--- config.mk ---
export PLATFORM = sky130hd
export DESIGN_NAME = mov_exec
export DESIGN_NICKNAME = d
export VERILOG_FILES = /design/src/rtl/mov_exec.sv
export SDC_FILE = /design/constraint.sdc
export NUM_CORES = 1
export LEC_CHECK = 0
export CAP_MARGIN = 5
export CORE_MARGIN = 5
export CORE_UTILIZATION = 55
export DETAILED_ROUTE_END_ITERATION = 7
export GPL_TIMING_DRIVEN = 0
export HOLD_SLACK_MARGIN = 0.08
export PLACE_DENSITY = 0.72
export SYNTH_ARGS = -nofsm -noshare
export SYNTH_HDL_FRONTEND = slang
export SYNTH_SLANG_ARGS = --single-unit
--- constraint.sdc ---
create_clock -name clock -period 5.8 [get_ports clock]
set_input_delay 0.58 -clock clock [delete_from_list [all_inputs] [get_ports clock]]
set_output_delay 0.58 -clock clock [all_outputs]
set_load 0.01 [all_outputs]
--- src/rtl/mov_exec.sv ---
// Small move-machine: executes a loaded program one instruction per cycle and
// streams "out" results through a bounded FIFO until the run completes.
module mov_exec #(
    parameter int MemoryElementWidth = 12,
    parameter int NLocal = 8,
    parameter int NCode = 16,
    parameter int NOut = 4,
    parameter int MaxSteps = 255,
    localparam int W = MemoryElementWidth,
    localparam int LA = $clog2(NLocal),
    localparam int CA = $clog2(NCode + 1),
    localparam int IW = 3 + LA + W
) (
    input  logic          clock,
    input  logic          reset,
    input  logic          run,
    input  logic          loadEnable,
    input  logic [CA-1:0] loadAddr,
    input  logic [IW-1:0] loadData,
    input  logic [W-1:0]  inData,
    input  logic          inValid,
    output logic          inReady,
    output logic [W-1:0]  outData,
    output logic          outValid,
    input  logic          outReady,
    output logic          finished,
    output logic          success,
    output logic [15:0]   steps
);
    localparam int CI = (NCode > 1) ? $clog2(NCode) : 1;
    localparam int PW = (NOut > 1) ? $clog2(NOut) : 1;
    localparam int NW = $clog2(NOut + 1);
    localparam logic [CA-1:0] CODE_END   = CA'(NCode);
    localparam logic [LA:0]   LOCAL_END  = (LA + 1)'(NLocal);
    localparam logic [15:0]   STEP_LIMIT = 16'(MaxSteps);
    localparam logic [NW-1:0] FIFO_FULL  = NW'(NOut);
    localparam logic [PW-1:0] PTR_LAST   = PW'(NOut - 1);

    localparam logic [2:0] OP_HALT = 3'd0, OP_MOVIMM = 3'd1, OP_MOVLOC = 3'd2;
    localparam logic [2:0] OP_OUT = 3'd3, OP_IN = 3'd4, OP_JUMP = 3'd5;

    typedef enum logic [1:0] {IDLE, EXEC, DRAIN, DONE} state_t;

    // state_q is the FSM state; it is left as a named enum for hierarchical probing.
    state_t        state_q, state_d;
    logic [IW-1:0] code_mem  [NCode];
    logic [W-1:0]  local_mem [NLocal];
    logic [W-1:0]  fifo_mem  [NOut];
    logic [CA-1:0] ip_q, ip_d;
    logic [15:0]   steps_q;
    logic          success_q, success_d;
    logic [PW-1:0] head_q, tail_q;
    logic [NW-1:0] count_q;

    logic [IW-1:0] instr;
    logic [2:0]    opcode;
    logic [LA-1:0] target, src;
    logic [W-1:0]  operand, target_val, src_val, local_wdata;
    logic          target_ok, src_ok, fifo_full;
    logic          start, retire, push, pop, local_we, in_ready;

    assign instr      = code_mem[ip_q[CI-1:0]];
    assign opcode     = instr[IW-1:IW-3];
    assign target     = instr[IW-4:W];
    assign operand    = instr[W-1:0];
    assign src        = operand[LA-1:0];
    assign target_ok  = {1'b0, target} < LOCAL_END;
    assign src_ok     = {1'b0, src} < LOCAL_END;
    assign target_val = target_ok ? local_mem[target] : '0;
    assign src_val    = src_ok ? local_mem[src] : '0;
    assign fifo_full  = (count_q == FIFO_FULL);
    assign pop        = (count_q != '0) && outReady;

    always_ff @(posedge clock or posedge reset) begin
        if (reset) state_q <= IDLE;
        else       state_q <= state_d;
    end

    always_comb begin
        state_d     = state_q;
        ip_d        = ip_q;
        success_d   = success_q;
        start       = 1'b0;
        retire      = 1'b0;
        push        = 1'b0;
        local_we    = 1'b0;
        local_wdata = '0;
        in_ready    = 1'b0;
        case (state_q)
            IDLE, DONE: begin
                if (run) begin
                    start   = 1'b1;
                    state_d = EXEC;
                end
            end
            EXEC: begin
                if (ip_q >= CODE_END) begin
                    success_d = 1'b1;
                    state_d   = DRAIN;
                end else if (steps_q == STEP_LIMIT && opcode != OP_HALT) begin
                    success_d = 1'b0;
                    state_d   = DRAIN;
                end else begin
                    case (opcode)
                        OP_HALT: begin
                            retire    = 1'b1;
                            success_d = 1'b1;
                            state_d   = DRAIN;
                        end
                        OP_MOVIMM: begin
                            retire      = 1'b1;
                            local_we    = target_ok;
                            local_wdata = operand;
                            ip_d        = ip_q + 1'b1;
                        end
                        OP_MOVLOC: begin
                            retire      = 1'b1;
                            local_we    = target_ok;
                            local_wdata = src_val;
                            ip_d        = ip_q + 1'b1;
                        end
                        // Fullness is judged before this cycle's pop, so a full FIFO always stalls.
                        OP_OUT: begin
                            if (!fifo_full) begin
                                retire = 1'b1;
                                push   = 1'b1;
                                ip_d   = ip_q + 1'b1;
                            end
                        end
                        OP_IN: begin
                            in_ready = 1'b1;
                            if (inValid) begin
                                retire      = 1'b1;
                                local_we    = target_ok;
                                local_wdata = inData;
                                ip_d        = ip_q + 1'b1;
                            end
                        end
                        OP_JUMP: begin
                            retire = 1'b1;
                            ip_d   = operand[CA-1:0];
                            if (operand[CA-1:0] >= CODE_END) begin
                                success_d = 1'b1;
                                state_d   = DRAIN;
                            end
                        end
                        default: begin
                            success_d = 1'b0;
                            state_d   = DRAIN;
                        end
                    endcase
                end
            end
            DRAIN: begin
                if (count_q == '0 || (count_q == NW'(1) && pop)) state_d = DONE;
            end
            default: state_d = IDLE;
        endcase
    end

    always_ff @(posedge clock or posedge reset) begin
        if (reset) begin
            ip_q      <= '0;
            steps_q   <= '0;
            success_q <= 1'b0;
            head_q    <= '0;
            tail_q    <= '0;
            count_q   <= '0;
        end else if (start) begin
            ip_q      <= '0;
            steps_q   <= '0;
            success_q <= 1'b0;
            head_q    <= '0;
            tail_q    <= '0;
            count_q   <= '0;
        end else begin
            ip_q      <= ip_d;
            success_q <= success_d;
            if (retire) steps_q <= steps_q + 16'd1;
            if (push) tail_q <= (tail_q == PTR_LAST) ? '0 : tail_q + 1'b1;
            if (pop) head_q <= (head_q == PTR_LAST) ? '0 : head_q + 1'b1;
            count_q <= count_q + NW'(push) - NW'(pop);
        end
    end

    // Storage arrays are deliberately unreset so programs and locals survive reset.
    always_ff @(posedge clock) begin
        if (loadEnable && (state_q == IDLE || state_q == DONE) && loadAddr < CODE_END)
            code_mem[loadAddr[CI-1:0]] <= loadData;
        if (local_we) local_mem[target] <= local_wdata;
        if (push) fifo_mem[tail_q] <= target_val;
    end

    assign inReady  = in_ready;
    assign outData  = fifo_mem[head_q];
    assign outValid = (count_q != '0);
    assign finished = (state_q == DONE);
    assign success  = success_q;
    assign steps    = steps_q;
endmodule

== After elaboration in Yosys (flattened, before gate mapping) ==
Memory sizes are Yosys's and may differ from the RTL's.
Index checks and enable logic that the tools add are counted.

* Add/sub/neg operators: 6
* Multiply operators: 0
* Div/mod/pow operators: 0
* Order comparisons: 3
* Equality and inequality tests: 23
* Shift-type cells: 0
* Muxes and demuxes: 60
* Bitwise gates (word level): 0
* Reduce and logical (&&, ||, !) cells: 24

{| class="wikitable"
|+ Operators by type and width
! cell !! number
|-
| $mux 12 || 4
|-
| $pmux 12 s3 || 1
|-
| $mux 16 || 2
|-
| $mux 5 || 6
|-
| $mux 1 || 29
|-
| $mux 2 || 11
|-
| $pmux 5 s4 || 1
|-
| $add 16x1->16 const B || 1
|-
| $eq 16x8->1 const B || 1
|-
| $ge 5x5->1 const B || 2
|-
| $ne 5x5->1 const B || 2
|-
| $eq 3x3->1 const B || 3
|-
| $eq 2x2->1 const B || 4
|-
| $ne 2x2->1 const B || 4
|-
| $reduce_bool 2->1 || 4
|-
| $reduce_or 4->1 || 2
|-
| $eq 3x1->1 const B || 2
|-
| $eq 3x2->1 const B || 2
|-
| $logic_not 3->1 || 2
|-
| $ne 3x3->1 const B || 2
|-
| $pmux 1 s3 || 2
|-
| $pmux 2 s3 || 1
|-
| $reduce_and 6->1 || 1
|-
| $reduce_bool 3->1 || 2
|-
| 18 further kinds || 25
|}

* Flip-flop bits (word level): 31
* Bits in latches: 0
* Bits in writable memories: 432
* Bits in read-only memories: 0
* Output and inout bits: 32
* Logic and storage cells: 126
* Memories: 3

{| class="wikitable"
|+ Memories
! name !! words !! width !! rd ports !! clocked after Yosys merged registers in !! wr ports !! RTL line !! RTL
|-
| code_mem || 16 || 18 || 1 || 0 || 1 || 46 || <nowiki>logic [IW-1:0] code_mem [NCode];</nowiki>
|-
| local_mem || 8 || 12 || 2 || 0 || 1 || 47 || <nowiki>logic [W-1:0] local_mem [NLocal];</nowiki>
|-
| fifo_mem || 4 || 12 || 1 || 0 || 1 || 48 || <nowiki>logic [W-1:0] fifo_mem [NOut];</nowiki>
|}

== Longest topological paths before layout ==
* Depth in word-level cells: 9
* Gate-level depth with buffers: 17

== Worst setup path after synthesis ==
OpenSTA, ideal clock, no wires.

* Kind: reg2reg
* Start point: register ip_q[0]
* End point: memory local_mem[0][0] in the netlist's numbering, enable pin
* Arrival time: 3.579 ns
* Required time: 5.388 ns
* Slack: 1.808 ns
* Stages on the path, launching flop included: 10
* Cell sequence: dfrtp_1 -> buf_6 -> mux4_2 -> mux2_2 -> mux2i_1 -> nor3b_1 -> o21ai_0 -> a21bo_1 -> clkbuf_1 -> nor4_1

* Word-level cells in the longest chain between the ends: 9
* Elaborated cells on any way between the ends: 14
* Those cells by class: order compare (1); eq/ne (3); mux (6); reduce/logical (3); memory (1)

{| class="wikitable"
|+ RTL lines
! what !! RTL line !! RTL
|-
| start: declaration || 49 || <nowiki>logic [CA-1:0] ip_q, ip_d;</nowiki>
|-
| start signal: assignment || 177 || <nowiki>ip_q <= ip_d;</nowiki>
|-
| $mem_v2 16x18 || -- ||
|-
| $eq 3x2->1 / $eq 3x1->1 (equally long branches) || 104 || <nowiki>case (opcode)</nowiki>
|-
| $reduce_or 2->1 (no source line) || -- ||
|-
| $pmux 1 s2 || 104 ||
|-
| $mux 1 || 100 || <nowiki>end else if (steps_q == STEP_LIMIT && opcode != OP_HALT) begin</nowiki>
|-
| $mux 1 || 97 || <nowiki>if (ip_q >= CODE_END) begin</nowiki>
|-
| $mux 1 || 89 || <nowiki>case (state_q)</nowiki>
|-
| $mux 1 || 190 || <nowiki>if (local_we) local_mem[target] <= local_wdata;</nowiki>
|-
| $mux 1 (implied by the code) || 190 ||
|-
| end: declaration || 47 ||
|}

Parallel ways exist; a longest one is shown, timed or not.

== Worst setup path in the final report ==
* Start point: register ip_q[1]
* End point: memory local_mem[1][8] in the netlist's numbering, enable pin

Same word-level chain as after synthesis.

==> results.toml <==
[detailed_routing]
wl_mm = 46.30
drtPass1Iterations = 6
ant_nets = 0
drtIter0Drc = 1236
vias = 11540
viasPerCell = 6.402
drc_errors = 0
wl_per_cell_um = 25.69

[clocking]
hold_buffers = 0
cts_resized = 0
cts_tree = "built"
cts_setup_buffers = 0
clkSinkCount = 463
ctsRootBufferMaster = "clkbuf_16"
cts_inserted_buffers = 46
h-tree-depth = 2
insertion_delay_ps = 570
cts_buffer_depth = 3
clk_pin_slew_ps = 60

[sta]
finalSetupViolCount = 0
fin_ws_ps = 1203
rsz0062_at_grt = "false"
max_slew.worst_pin.slew_ps = 988.1
fin_crit_ps = 4597
finClkSkew_ps = 32.36
hold_viol_final = 0
drv_slew = 0
max_slew_margin_pct = 33.77
fmax_mhz = 217.6
post-route-period-util_pct = 79.25

[synthesis]
synth_area_sq_mm = 0.01946
synthTopCellsByArea = "edfxtp_1 67%, mux4_2 7.9%, dfrtp_1 4.0%, mux2i_1 2.9%, a22oi_1 2.5%"
synth-compound-area-share_pct = 7.761
synth_seq_area_share_pct = 70.65
synth_xor_area_share_pct = 0.3151
ys_top_cells_by_count = "432 x edfxtp_1, 91 x nand2_1, 68 x mux4_2"
yosys_warnings = 0
syn_nets = 1221
synth_top_area_cell = "edfxtp_1"
avgSynthCellArea_sq_um = 16.70
ys.flop_type = "edfxtp_1"
ys_ff_latch = 463
synth_most_common_cell = "edfxtp_1"
synthAdderAreaFrac_pct = 1.003
synth_edf_count = 432
synth_top_area_share_pct = 66.67
synthCells = 1165
synth_top_family_by_area = "multiplexers"
synth.distinct_cells = 72
async_reset_ff_share_pct = 6.695
synthMuxAreaShare_pct = 11.55
synth-simple-area-share_pct = 6.597

[grt]
grt_usage_pct = 23.67
grt_pass1_wl_mm = 70.14
grt_start_max_net_pins = 32
gr-total-overflow = 0
grt_antenna_before_repair = 1
grt_pass1_vias = 11630

[power_and_ir_drop]
powerDensity_mw_per_mm2 = 505.0
power.total_mw = 11.47
ir_drop_v = 0.0003001
p_leak_nw = 7.508

[critical_path]
regToRegEndpoint = "local_mem[1][8]$_DFFE_PP_"
r2r_slack_ps = 1200
reg2reg_from = "ip_q[1]$_DFFE_PP0P_"
startpoint = "ip_q[1]$_DFFE_PP0P_"
ff2ff_path_depth = 12
critPathMaxFanout = 10
arrival_ps = 4850
critPathKind = "register to register"
cp-start-kind = "register"
cp-end-kind = "register"
worstPathRequired_ps = 6050

[finish]
layout-drive-gt1-share_pct = 17.30
seq_area_sq_mm = 0.01375
layout.cells.non_filler = 1802
multiInputGateArea_sq_mm = 0.005368
final_nets = 1369
antenna_cells = 0
area_delta_synth_final_pct = 16.74
fillCellCount = 2382

[placed_design]
dp_cells = 1717
gp_congestion = 0.8928
dp_slack_ps = 1064
io_buffers = 72
hpwlAfterDp_mm = 30.91

[floorplanning]
rows = 68
start_util_pct = 56.06
die_x_um = 198.1
coreArea_sq_mm = 0.03471
chipHeight_um = 198.1
ios = 73
dieArea_sq_mm = 0.03924

[hold_path]
hp-class = "primary input to asynchronous set/reset pin"

[run]
maxCapViolCount = 0

[run_status]
status = "finished clean"
==> cell families after synthesis <==
| logic type | Yosys count |
|---|---|
| AO/OA/AOI/OAI | 201 |
| XOR/XNOR | 7 |
| adder cells (fa/ha/maj) | 15 |
| buffers and inverters | 85 |
| flip-flops | 463 |
| multiplexers | 138 |
| AND/OR/NAND/NOR | 256 |
==> critical path, cell delays in order, from the launching register on <==
cell	delay (ps)
dfrtp_1	370
buf_2	270
buf_4	250
and2_1	200
clkbuf_1	560
a221oi_1	190
a22oi_1	230
nand2_1	320
nor3b_2	530
buf_2	390
inv_2	40
nor2_1	660
buf_6	250
==> final cells by class <==
class | instances | share of cell area [%]
clock inverters | 27 | 1.283
well taps | 455 | 2.506
clock buffers | 55 | 5.216
plain buffers | 62 | 1.432
flip-flops and latches | 463 | 60.52
repair buffers | 100 | 5.034
multi-input cells | 617 | 23.63
inverters | 23 | 0.3800
==> worst max-delay path by stage <==
stage / end / slack (ps) / depth (start not counted)
floorplan: local_mem[0][0]$_DFFE_PP_ / 1810 / 9
global placement: local_mem[0][7]$_DFFE_PP_ / -210 / 10
detailed placement: local_mem[5][7]$_DFFE_PP_ / 1060 / 11
CTS: local_mem[5][6]$_DFFE_PP_ / 1040 / 11
global route: local_mem[2][6]$_DFFE_PP_ / 1080 / 12
finish: local_mem[1][8]$_DFFE_PP_ / 1200 / 12
==> cells in the final DEF, fill, tap and decap left out, types with 8 or more instances in the layout <==
| master | count |
|---|---|
| a21boi_1 | 9 |
| a221oi_1 | 10 |
| o21ai_0 | 9 |
| mux4_2 | 68 |
| and2_1 | 19 |
| clkbuf_1 | 37 |
| buf_4 | 9 |
| ha_1 | 14 |
| clkbuf_16 | 46 |
| dfrtp_1 | 31 |
| edfxtp_1 | 432 |
| o211ai_1 | 9 |
| a21oi_1 | 20 |
| inv_1 | 14 |
| a31oi_1 | 8 |
| buf_2 | 17 |
| a22oi_1 | 65 |
| and3_1 | 14 |
| clkdlybuf4s50_1 | 72 |
| mux2i_1 | 57 |
| nand3_1 | 22 |
| nor2_1 | 28 |
| buf_6 | 18 |
| nand2_1 | 91 |
| o21a_1 | 11 |
| nand4_1 | 14 |
| nor2_2 | 11 |
| nor4_1 | 9 |
| mux2_2 | 13 |
| clkinv_1 | 14 |
| buf_8 | 9 |
==> per-layer routing <==
metal	track usage, %	part of all wire [%]	wire length (um)	vias up
li1	-	-	-	5005
met1	33.08	40	18390	5854
met2	38.94	49	22810	567
met3	4.424	8.4	3906	109
met4	6.478	2.5	1180	2
met5	0	0.032	15	-
==> power breakdown <==
group          switching (mW)  internal [mW]
clock                    1.22           1.69
combinational            2.75           1.61
sequential             0.0952           4.10
==> registers in the layout (all words and copies together) (netlist names) <==
| register | flops |
|---|---|
| state_q | 2 |
| count_q | 3 |
| tail_q | 2 |
| ip_q | 5 |
| head_q | 2 |
| local_mem | 96 |
| success | 1 |
| fifo_mem | 48 |
| steps | 16 |
| code_mem | 288 |
==> through the flow <==
stage | TNS [ps] | cell area (sq um) | hold WS (ps) | utilization [%]
after floorplan | 0 | 19460 | 499.8 | -
after global placement | -2497 | 20750 | 506.8 | 59.77
after detailed placement | 0 | 21190 | 518.2 | 61.04
after CTS | 0 | 22660 | 536.8 | 65.29
after global routing | 0 | 22720 | 277.9 | 65.44
final | 0 | 22720 | 266.3 | 65.44
Power figures use the tool's default switching activity.
